**src/rtl/mcp_control_unit.sv**
```systemverilog
// Multicycle MIPS-style control unit: Moore FSM driving datapath controls,
// ALU control decode, PC enable and a retired-instruction counter.
module mcp_control_unit #(
    parameter int unsigned OPW = 6,
    parameter int unsigned CW  = 32
) (
    input  logic           CLK,
    input  logic           RST_N,
    input  logic [OPW-1:0] Opcode,
    input  logic [OPW-1:0] Funct,
    input  logic           Zero,
    output logic           IorD,
    output logic           MemWrite,
    output logic           IRWrite,
    output logic           RegDst,
    output logic           MemtoReg,
    output logic           RFWE,
    output logic           ALUSrcA,
    output logic [1:0]     ALUSrcB,
    output logic [2:0]     ALUControl,
    output logic [1:0]     PCSrc,
    output logic           PCEn,
    output logic           BadOp,
    output logic [CW-1:0]  InstrCnt
);

    localparam logic [OPW-1:0] OP_RTYPE = OPW'(6'b000000);
    localparam logic [OPW-1:0] OP_LW    = OPW'(6'b100011);
    localparam logic [OPW-1:0] OP_SW    = OPW'(6'b101011);
    localparam logic [OPW-1:0] OP_BEQ   = OPW'(6'b000100);
    localparam logic [OPW-1:0] OP_ADDI  = OPW'(6'b001000);
    localparam logic [OPW-1:0] OP_J     = OPW'(6'b000010);

    localparam logic [OPW-1:0] FN_ADD   = OPW'(6'b100000);
    localparam logic [OPW-1:0] FN_SUB   = OPW'(6'b100010);
    localparam logic [OPW-1:0] FN_AND   = OPW'(6'b100100);
    localparam logic [OPW-1:0] FN_OR    = OPW'(6'b100101);
    localparam logic [OPW-1:0] FN_SLT   = OPW'(6'b101010);

    typedef enum logic [3:0] {
        S_FETCH, S_DECODE, S_MEMADR, S_MEMRD, S_MEMWB, S_MEMWR,
        S_EXEC, S_ALUWB, S_BRANCH, S_ADDIEXEC, S_ADDIWB, S_JUMP
    } state_t;

    // NONE leaves ALUControl at 0 in states that do not use the ALU
    typedef enum logic [1:0] {
        ALUOP_NONE, ALUOP_ADD, ALUOP_SUB, ALUOP_FUNCT
    } aluop_t;

    state_t          state_q, state_d;
    logic [CW-1:0]   instr_cnt_q, instr_cnt_d;
    state_t          dec_state;
    logic            dec_bad;
    logic            retire;

    logic            iord, mem_write, ir_write, reg_dst, mem_to_reg, rf_we;
    logic            alu_src_a, pc_write, branch, bad_op;
    logic [1:0]      alu_src_b, pc_src;
    logic [2:0]      alu_ctl;
    aluop_t          alu_op;

    // State and counter registers; reset aborts any instruction in flight
    always_ff @(posedge CLK or negedge RST_N) begin
        if (!RST_N) begin
            state_q     <= S_FETCH;
            instr_cnt_q <= '0;
        end else begin
            state_q     <= state_d;
            instr_cnt_q <= instr_cnt_d;
        end
    end

    // Opcode decode used for the DECODE-state branch and the BadOp flag
    always_comb begin
        dec_state = S_FETCH;
        dec_bad   = 1'b0;
        case (Opcode)
            OP_LW, OP_SW: dec_state = S_MEMADR;
            OP_RTYPE:     dec_state = S_EXEC;
            OP_BEQ:       dec_state = S_BRANCH;
            OP_ADDI:      dec_state = S_ADDIEXEC;
            OP_J:         dec_state = S_JUMP;
            default:      dec_bad   = 1'b1;
        endcase
    end

    // Next-state logic; retire marks the completion of a valid instruction
    always_comb begin
        state_d = state_q;
        retire  = 1'b0;
        case (state_q)
            S_FETCH:    state_d = S_DECODE;
            S_DECODE:   state_d = dec_state;
            S_MEMADR:   state_d = (Opcode == OP_SW) ? S_MEMWR : S_MEMRD;
            S_MEMRD:    state_d = S_MEMWB;
            S_EXEC:     state_d = S_ALUWB;
            S_ADDIEXEC: state_d = S_ADDIWB;
            S_MEMWB, S_MEMWR, S_ALUWB, S_BRANCH, S_ADDIWB, S_JUMP: begin
                state_d = S_FETCH;
                retire  = 1'b1;
            end
            default:    state_d = S_FETCH;
        endcase
        instr_cnt_d = retire ? instr_cnt_q + CW'(1) : instr_cnt_q;
    end

    // Moore output decode per state
    always_comb begin
        iord       = 1'b0;
        mem_write  = 1'b0;
        ir_write   = 1'b0;
        reg_dst    = 1'b0;
        mem_to_reg = 1'b0;
        rf_we      = 1'b0;
        alu_src_a  = 1'b0;
        alu_src_b  = 2'b00;
        pc_src     = 2'b00;
        pc_write   = 1'b0;
        branch     = 1'b0;
        bad_op     = 1'b0;
        alu_op     = ALUOP_NONE;
        case (state_q)
            S_FETCH: begin
                alu_src_b = 2'b01;
                alu_op    = ALUOP_ADD;
                ir_write  = 1'b1;
                pc_write  = 1'b1;
            end
            S_DECODE: begin
                alu_src_b = 2'b11;
                alu_op    = ALUOP_ADD;
                bad_op    = dec_bad;
            end
            S_MEMADR, S_ADDIEXEC: begin
                alu_src_a = 1'b1;
                alu_src_b = 2'b10;
                alu_op    = ALUOP_ADD;
            end
            S_MEMRD:  iord = 1'b1;
            S_MEMWB: begin
                mem_to_reg = 1'b1;
                rf_we      = 1'b1;
            end
            S_MEMWR: begin
                iord      = 1'b1;
                mem_write = 1'b1;
            end
            S_EXEC: begin
                alu_src_a = 1'b1;
                alu_op    = ALUOP_FUNCT;
            end
            S_ALUWB: begin
                reg_dst = 1'b1;
                rf_we   = 1'b1;
            end
            S_BRANCH: begin
                alu_src_a = 1'b1;
                alu_op    = ALUOP_SUB;
                pc_src    = 2'b01;
                branch    = 1'b1;
            end
            S_ADDIWB: rf_we = 1'b1;
            S_JUMP: begin
                pc_src   = 2'b10;
                pc_write = 1'b1;
            end
            default: ;
        endcase
    end

    // ALU control decode; unknown funct codes fall back to add
    always_comb begin
        alu_ctl = 3'b000;
        case (alu_op)
            ALUOP_ADD: alu_ctl = 3'b010;
            ALUOP_SUB: alu_ctl = 3'b110;
            ALUOP_FUNCT: begin
                case (Funct)
                    FN_ADD:  alu_ctl = 3'b010;
                    FN_SUB:  alu_ctl = 3'b110;
                    FN_AND:  alu_ctl = 3'b000;
                    FN_OR:   alu_ctl = 3'b001;
                    FN_SLT:  alu_ctl = 3'b111;
                    default: alu_ctl = 3'b010;
                endcase
            end
            default:   alu_ctl = 3'b000;
        endcase
    end

    // Reset forces every control low without waiting for a clock edge
    assign IorD       = RST_N & iord;
    assign MemWrite   = RST_N & mem_write;
    assign IRWrite    = RST_N & ir_write;
    assign RegDst     = RST_N & reg_dst;
    assign MemtoReg   = RST_N & mem_to_reg;
    assign RFWE       = RST_N & rf_we;
    assign ALUSrcA    = RST_N & alu_src_a;
    assign ALUSrcB    = RST_N ? alu_src_b : 2'b00;
    assign ALUControl = RST_N ? alu_ctl : 3'b000;
    assign PCSrc      = RST_N ? pc_src : 2'b00;
    assign PCEn       = RST_N & (pc_write | (branch & Zero));
    assign BadOp      = RST_N & bad_op;
    assign InstrCnt   = instr_cnt_q;

endmodule

```
**config.mk**
```make
export PLATFORM = sky130hd
export DESIGN_NAME = mcp_control_unit
export DESIGN_NICKNAME = d
export VERILOG_FILES = /design/src/rtl/mcp_control_unit.sv
export SDC_FILE = /design/constraint.sdc
export NUM_CORES = 1
export LEC_CHECK = 0
export CAP_MARGIN = 20
export CORE_UTILIZATION = 45
export CTS_BUF_LIST = sky130_fd_sc_hd__clkbuf_16
export CTS_CLUSTER_DIAMETER = 50
export DETAILED_ROUTE_END_ITERATION = 10
export MAX_ROUTING_LAYER = met4
export PLACE_DENSITY = 0.87
export SLEW_MARGIN = 20
export SYNTH_ARGS = -nofsm -noshare
export SYNTH_HDL_FRONTEND = slang
export SYNTH_SLANG_ARGS = --single-unit
```
**constraint.sdc**
```tcl
create_clock -name CLK -period 4.88 [get_ports CLK]
set_input_delay 0.976 -clock CLK [delete_from_list [all_inputs] [get_ports CLK]]
set_output_delay 0.976 -clock CLK [all_outputs]
set_load 0.05 [all_outputs]
```
Word-level counts from Yosys, hierarchy flattened
Index checks and enable logic that the tools add are counted.
{"block": "totals", "ff_bits": 36, "latch_bits": 0, "ram_bits": 0, "mem_bits_ro": 0, "in_bits": 15, "elab_cells": 71, "mem_count": 0}
{"block": "op_classes", "addsub": 1, "mul": 0, "div_mod_pow": 0, "order_cmp": 0, "eq_ne": 23, "n_shift": 0, "n_mux": 23, "n_bitwise": 11, "n_reduce_logical": 11}
{"op": "6-bit == test, second input constant", "n": 6}
{"op": "32-bit by 1-bit adder with 32-bit output, second input constant", "n": 1}
{"op": "4-bit case mux with 6 select lines", "n": 1}
{"op": "4-bit case mux with 5 select lines", "n": 1}
{"op": "4-bit by 3-bit == test with 1-bit output, second input constant", "n": 4}
{"op": "4-bit == test, second input constant", "n": 4}
{"op": "1-bit two-way mux", "n": 12}
{"op": "2-bit case mux with 3 select lines", "n": 2}
{"op": "3-bit case mux with 4 select lines", "n": 1}
{"op": "6-bit OR reduction", "n": 2}
{"op": "1-bit AND", "n": 10}
{"op": "3-bit case mux with 3 select lines", "n": 1}
{"op": "4-bit by 2-bit == test with 1-bit output, second input constant", "n": 2}
{"op": "2-bit OR reduction", "n": 4}
{"op": "4-bit OR reduction", "n": 2}
{"op": "6-bit by 2-bit == test with 1-bit output, second input constant", "n": 1}
{"op": "6-bit by 3-bit == test with 1-bit output, second input constant", "n": 1}
{"op": "6-bit by 4-bit == test with 1-bit output, second input constant", "n": 1}
{"op": "6-bit logical NOT", "n": 1}
{"op": "3-bit two-way mux", "n": 2}
{"op": "2-bit == test, second input constant", "n": 2}
{"op": "4-bit by 1-bit == test with 1-bit output, second input constant", "n": 1}
{"op": "4-bit logical NOT", "n": 1}
{"op": "2-bit two-way mux", "n": 2}
{"op": "4 further kinds", "n": 4}

Logic depth before layout (Yosys ltp)
Gate-level depths: netlist of run 1.
{"block": "logic_depth", "depth_word": 6, "mapped_depth": 6, "ltp_nobuf": 6}

Least setup slack after synthesis of run 1
OpenSTA, ideal clock, no wires.
{"block": "synth_timing", "path_kind": "input to output", "start": "input RST_N", "end": "output PCEn", "arrival_time_ps": 3085, "path_slack_ps": 819, "cell_stages": 3, "path_cell_list": "nand2b_1 > nor4_1 > a211o_1"}
{"block": "synth_between", "elab_chain_len": 1}
{"item": "from (decl)", "line": "8", "source": "input logic RST_N,"}
{"item": "1-bit AND", "line": "202", "source": "assign PCEn = RST_N & (pc_write | (branch & Zero));"}
{"item": "to (decl)", "line": "22", "source": "output logic PCEn,"}
No other way between the ends.

Final worst setup path of run 1
{"block": "layout_timing", "start": "input Funct[4]", "end": "output ALUControl[2]"}
{"block": "layout_between", "elab_chain_len": 4, "elab_cells_between_ends": 7, "classes_between": "eq/ne (4); mux (3)"}
{"item": "from (decl)", "line": "10", "source": "input logic [OPW-1:0] Funct,"}
{"item": "6-bit == test", "line": "178", "source": "case (Funct)"}
{"item": "3-bit case mux with 4 select lines *", "line": "178"}
{"item": "3-bit case mux with 3 select lines *", "line": "174", "source": "case (alu_op)"}
{"item": "3-bit two-way mux *", "line": "200", "source": "assign ALUControl = RST_N ? alu_ctl : 3'b000;"}
{"item": "to (decl)", "line": "20", "source": "output logic [2:0] ALUControl,"}
Mark *: on every way between the ends. The rest lies on a longest branch, timed or not.

==> impl_metrics.csv, run 1 <==
group,metric,value,unit
placement,place_area,2650,um^2
grt,track_usage,22.2,%
placement,dp_hpwl,3470,um
sta,drv_slew,0,
clocking,cts_resized,0,
worst_setup_path,startpoint,"Funct[4]",
sta,layout_min_cycle_time,4.29,ns
min_path,hp-start,"InstrCnt[19]",
logic_synthesis,syn-cell-area,1990,um^2
pwr,clockPowerShare,27.8,%
worst_setup_path,worstPathMaxFanout,2,
logic_synthesis,yosys-top-cells-area,"dfrtp_1, xnor2_1, xor2_1, nand2_1, nor3_1",
routing,ant_nets,0,
logic_synthesis,async_reset_ff_share,100,%
floorplanning,start_util,48.3,%
logic_synthesis,synth_most_common_cell,"dfrtp_1",
logic_synthesis,yosys.area_share.adder,0.629,%
clocking,cts_tree,"done",
logic_synthesis,synth_area_leader_cell,"dfrtp_1",
pwr,p_per_area,379,nW/um^2
logic_synthesis,yosysTopAreaCellShare,45.3,%
sta,max_clock_freq,0.233,GHz
pwr,power_frac_comb,35.8,%
clocking,htreeDepth,2,
pwr,worst_ir_drop_vdd,0.252,mV
pwr,total_power,1.06,mW
worst_setup_path,end_kind,"primary output",
floorplanning,rows,23,
layout,final_nets,289,
layout,design_area,2790,um^2
logic_synthesis,synth_flop_cell,"dfrtp_1",
logic_synthesis,synthMuxAreaShare,0,%
layout,area_growth,40.1,%
grt,first_global_vias,1626,
sta,maxSlewHeadroom,64.1,%
pwr,power.leakage,1.18,nW
routing,vias,1769,
clocking,ctsHoldBuffers,0,
routing,drt-total-wl,4610,um
layout,antenna_cells,0,
grt,antenna_found_initial,0,
sta,rsz0062_at_grt,"false",
sta,setup_ws,0.586,ns
logic_synthesis,synthTopCellsByCount,"dfrtp_1, nand2_1, nor2_1, xnor2_1, nor3_1",
routing,wl_per_cell,14.3,um
floorplanning,core,4120,um^2
routing,drt_iter0_drc,136,
grt,grt_pass1_wl,7490,um
logic_synthesis,yosys_warnings,0,
placement,pre_cts_ws,0.594,ns
layout,drive_above_1_share,6.59,%
sta,finalCritPeriodShare,88.0,%
routing,viasPerCell,5.48,
pwr,p_switching,414,uW
pwr,p_sw_share,39.1,%
floorplanning,ioPinCount,63,
worst_setup_path,critPathKind,"in -> out",
sta,finalClockSkew,0.00350,ns
clocking,clock_sinks,36,
routing,drc,0,
worst_setup_path,crit_required,3.90,ns
logic_synthesis,synth_xor_xnor_area_share,14.5,%
layout,seq_area,901,um^2
logic_synthesis,avgSynthCellArea,9.56,um^2
floorplanning,die_h,68.5,um
worst_setup_path,reg2reg_slack,2.91,ns
clocking,insertion_delay,0.28,ns
worst_setup_path,r2r_start,"state_q[1]",
logic_synthesis,ys_ff_latch,36,
layout,multi_input_area,1050,um^2
grt,grt-ovfl-total,0,
sta,finalSetupViolations,0,
logic_synthesis,synth_edf_count,0,
clocking,postCtsSetupBuffers,0,
clocking,cts_buffer_depth,2,
sta,tns,0,ns
outcome,run_status,"completed",
logic_synthesis,synth-simple-area-share,30.2,%
clocking,cts_root_buf,"clkbuf_16",
clocking,numCtsBuffers,5,
logic_synthesis,netlist_instances,208,
logic_synthesis,synth_top_family_by_area,"simple AND/OR/NAND/NOR gates",
placement,port_buffers,62,
pwr,p_int,644,uW
worst_setup_path,startpoint_type,"input pin",
placement,gp_congestion,0.823,
sta,finalHoldViolCount,0,
logic_synthesis,synth_fp_nets,224,
routing,firstDrtPassIters,4,
logic_synthesis,ys_seq_area_share,45.3,%
pwr,seqPwrFrac,36.4,%
floorplanning,die-area,4690,um^2
logic_synthesis,ys_types,45,
layout,nFillCells,341,
clocking,clkSlewWorstSetupHoldPaths,0.05,ns
floorplanning,fp.dieW,68.5,um
min_path,hold_class,"reg -> reg",
worst_setup_path,critPathArrivalTime,3.32,ns
sta,tightestPinTransition,0.537,ns
flow_run,cap_violations,0,
grt,grt_max_degree,28,
logic_synthesis,synth_compound_area_share,7.30,%
## cells by family after synthesis
kind of cell / after synthesis
AO/OA/AOI/OAI: 20
XOR/XNOR: 33
adder cells (fa/ha/maj): 1
buffers and inverters: 10
flip-flops: 36
AND/OR/NAND/NOR: 108
## flip-flops by register name, summed over array words and instances (netlist names)
name and flops:
InstrCnt 32, state_q 4
## area by class of cell
| class | count | share of cell area (%) |
|---|---|---|
| well taps | 50 | 2.25 |
| inverters | 5 | 0.674 |
| clock buffers | 5 | 4.49 |
| flip-flops and latches | 36 | 32.3 |
| repair buffers | 63 | 22.4 |
| multi-input cells | 162 | 37.6 |
| clock inverters | 2 | 0.314 |
## placed cells by master, fill, tap and decap left out, types with 2 or more instances in the layout
cell	instances
and2b_1	2
nor4_2	2
and3_1	4
nor4_1	2
and2_1	2
o21ai_0	4
dfrtp_1	36
a21oi_1	6
clkdlybuf4s50_1	61
nand2b_1	3
nor3_1	17
nand2_1	27
inv_1	6
clkbuf_16	5
nand4_1	5
xnor2_1	18
xor2_1	15
nand3_1	11
nor2_1	18
## stage by stage
step	util (%)	std cells	hold WS, ns
2_1_floorplan	-	208	0.643
3_3_place_gp	64.5	316	0.459
3_5_place_dp	64.5	316	0.486
4_1_cts	67.7	323	0.492
5_1_grt	67.7	323	0.503
6_report	67.7	323	0.485
## power groups by stage
| stage | Combinational, mW | Sequential, mW | Clock (mW) |
|---|---|---|---|
| floorplan | 0.230 | 0.412 | 0 |
| global placement | 0.370 | 0.388 | 0 |
| detailed placement | 0.376 | 0.388 | 0 |
| CTS | 0.379 | 0.384 | 0.299 |
| global route | 0.402 | 0.394 | 0.313 |
| finish | 0.378 | 0.385 | 0.294 |
## final timing paths
| kind | cells past startpoint | endpoint |
|---|---|---|
| worst max register to register | 5 | InstrCnt[29] |
| worst min-delay path | 1 | InstrCnt[19] |
| max in group asynchronous | 2 | InstrCnt[23] |
| worst max-delay path | 6 | ALUControl[2] |
| worst min register to register | 1 | InstrCnt[19] |
| min in group asynchronous | 1 | state_q[0] |
## worst max-delay path, cell delays in order
cell             delay [ns]
clkdlybuf4s50_1        0.41
nand4b_1               0.19
or4b_2                 0.63
o22ai_1                0.13
and3b_1                0.17
clkdlybuf4s50_1        0.80
## per-layer routing
layer	up-vias	GRT usage [%]	part of all wire, %
met3	4	5.76	4.6
met4	0	4.95	0.63
li1	858	-	-
met5	-	-	0
met1	864	27.6	44
met2	43	36.2	50
Power figures use the tool's default switching activity.
==> inputs of run 2 (changes only) <==
--- a/config.mk
+++ b/config.mk
@@ -10,7 +10,6 @@
 export CTS_BUF_LIST = sky130_fd_sc_hd__clkbuf_16
 export CTS_CLUSTER_DIAMETER = 50
 export DETAILED_ROUTE_END_ITERATION = 10
-export MAX_ROUTING_LAYER = met4
 export PLACE_DENSITY = 0.87
 export SLEW_MARGIN = 20
 export SYNTH_ARGS = -nofsm -noshare
==> run 2 against run 1 <==
Net effect:
- clock skew barely moved
- critical path depth is the same
- final cell count is the same
- largest cell class unchanged
- power increased by 0.14%
- via count grew 0.45%
- sequential power hardly changed
- maximum frequency about the same
- first-iteration DRC count up 0.74%
- wire length rose by 0.59%
- combinational power barely moved
- die area did not move
==> impl_metrics.csv, run 2 (same netlist as run 1, synthesis figures left out) <==
group,metric,value,unit
worst_setup_path,r2r_start,"state_q[1]",
layout,finalNonFillerCells,323,
routing,wl_per_cell,14.4,um
clocking,htreeDepth,2,
layout,antenna_cells,0,
clocking,cts_buffer_depth,2,
clocking,clkSlewWorstSetupHoldPaths,0.05,ns
sta,layout_min_cycle_time,4.29,ns
floorplanning,fp.dieW,68.5,um
worst_setup_path,crit_required,3.90,ns
worst_setup_path,critPathKind,"in -> out",
layout,area_growth,40.1,%
pwr,power_frac_comb,35.7,%
worst_setup_path,startpoint_type,"input pin",
placement,numPlacedInstances,316,
sta,maxSlewHeadroom,64.1,%
grt,met2_usage,36.3,%
pwr,p_switching,415,uW
min_path,hold_path_depth,1,
grt,grt_max_degree,28,
sta,finalCritPeriodShare,88.0,%
sta,tightestPinTransition,0.537,ns
clocking,ctsHoldBuffers,0,
grt,use_met3,6.25,%
sta,tns,0,ns
sta,finalHoldViolCount,0,
worst_setup_path,end_kind,"primary output",
worst_setup_path,rr_endpoint,"InstrCnt[29]",
floorplanning,core,4120,um^2
layout,fin_util,67.7,%
grt,antenna_found_initial,0,
sta,rsz0062_at_grt,"false",
clocking,numCtsBuffers,5,
min_path,hold_class,"reg -> reg",
grt,top_usage_layer,"met2",
routing,firstDrtPassIters,4,
floorplanning,start_util,48.3,%
worst_setup_path,cpLargestDelayFamily,"buffers and inverters",
routing,drc,0,
routing,drt_iter0_drc,137,
clocking,postCtsSetupBuffers,0,
pwr,worst_ir_drop_vdd,0.253,mV
clocking,cts_tree,"done",
grt,track_usage,21.5,%
pwr,power.leakage,1.18,nW
worst_setup_path,cp_common_cell,"clkdlybuf4s50_1",
outcome,run_status,"completed",
clocking,cts_root_buf,"clkbuf_16",
routing,vias,1777,
sta,drv_slew,0,
pwr,p_int,644,uW
worst_setup_path,cp_num_buf_inv,2,
worst_setup_path,slowest_delay,0.80,ns
min_path,min_to,"InstrCnt[19]",
flow_run,cap_violations,0,
layout,nFillCells,341,
floorplanning,die_h,68.5,um
grt,grt-ovfl-total,0,
sta,finalSetupViolations,0,
grt,use_met1,27.1,%
worst_setup_path,worstPathMaxFanout,2,
grt,first_global_vias,1626,
floorplanning,die-area,4690,um^2
pwr,seqPwrFrac,36.4,%
worst_setup_path,cpMaxStageDelayCell,"clkdlybuf4s50_1",
placement,dp_hpwl,3470,um
min_path,hp-start,"InstrCnt[19]",
placement,gp_congestion,0.811,
layout,largest_reg_flops,32,
routing,drt-total-wl,4640,um
routing,ant_nets,0,
layout,final_nets,289,
placement,port_buffers,62,
layout,drive_above_1_share,6.59,%
clocking,cts_resized,0,
worst_setup_path,path_cells,"clkdlybuf4s50_1 -> nand4b_1 -> or4b_2 -> o22ai_1 -> and3b_1 -> clkdlybuf4s50_1",
pwr,p_sw_share,39.2,%
layout,mostFrequentLayoutCells,"clkdlybuf4s50_1, dfrtp_1, nand2_1",
clocking,insertion_delay,0.28,ns
sta,max_clock_freq,0.233,GHz
pwr,clockPowerShare,27.8,%
worst_setup_path,reg2reg_slack,2.90,ns
worst_setup_path,critPathArrivalTime,3.32,ns
floorplanning,ioPinCount,63,
floorplanning,rows,23,
clocking,clock_sinks,36,
layout,final_common_cell,"clkdlybuf4s50_1",
worst_setup_path,worstRegToRegCells,5,
grt,grt_pass1_wl,7470,um
pwr,p_per_area,380,nW/um^2
routing,viasPerCell,5.50,
sta,finalClockSkew,0.00364,ns
run 2: worst max path at each step:
| stage | start | to | depth (start not counted) |
|---|---|---|---|
| 2_1_floorplan | RST_N | PCEn | 3 |
| 3_3_place_gp | Funct[4] | ALUControl[2] | 6 |
| 3_5_place_dp | Funct[4] | ALUControl[2] | 6 |
| 4_1_cts | Funct[4] | ALUControl[2] | 6 |
| 5_1_grt | Funct[4] | ALUControl[2] | 6 |
| 6_report | Funct[4] | ALUControl[2] | 6 |
run 2: metal layers:
metal | wire length, um | part of all wire [%] | vias to the layer above
li1 | - | - | 859
met1 | 2030 | 44 | 864
met2 | 2320 | 50 | 50
met3 | 264 | 5.7 | 4
met4 | 29 | 0.63 | 0
met5 | 0 | 0 | -
run 2: through the flow:
stage | hold WS (ns) | setup WS, ns | power, mW | area, um^2
3_5_place_dp | 0.486 | 0.594 | 0.764 | 2650
2_1_floorplan | 0.643 | 0.819 | 0.642 | 1990
3_3_place_gp | 0.459 | 0.627 | 0.758 | 2650
5_1_grt | 0.503 | 0.492 | 1.11 | 2790
6_report | 0.485 | 0.587 | 1.06 | 2790
4_1_cts | 0.492 | 0.589 | 1.06 | 2790
run 2: power groups by stage:
stage,logic (mW),registers (mW),clock network [mW]
global placement,0.370,0.388,0
global route,0.402,0.394,0.313
finish,0.379,0.386,0.295
detailed placement,0.376,0.388,0
CTS,0.379,0.384,0.299
floorplan,0.230,0.412,0
run 2: area by class of cell:
class	instances	area [um^2]	area share, %
clock buffer	5	125	4.49
clock inverter	2	8.76	0.314
inverter	5	18.8	0.674
multi-input combinational	162	1050	37.6
sequential	36	901	32.3
tap	50	62.6	2.25
timing repair buffer	63	623	22.4
==> inputs of run 3 (changes only) <==
--- a/config.mk
+++ b/config.mk
@@ -5,7 +5,7 @@
 export SDC_FILE = /design/constraint.sdc
 export NUM_CORES = 1
 export LEC_CHECK = 0
-export CAP_MARGIN = 20
+export CAP_MARGIN = 40
 export CORE_UTILIZATION = 45
 export CTS_BUF_LIST = sky130_fd_sc_hd__clkbuf_16
 export CTS_CLUSTER_DIAMETER = 50
==> results of run 3 <==
No change in the layout: final DEF, timing and power equal those of run 2.
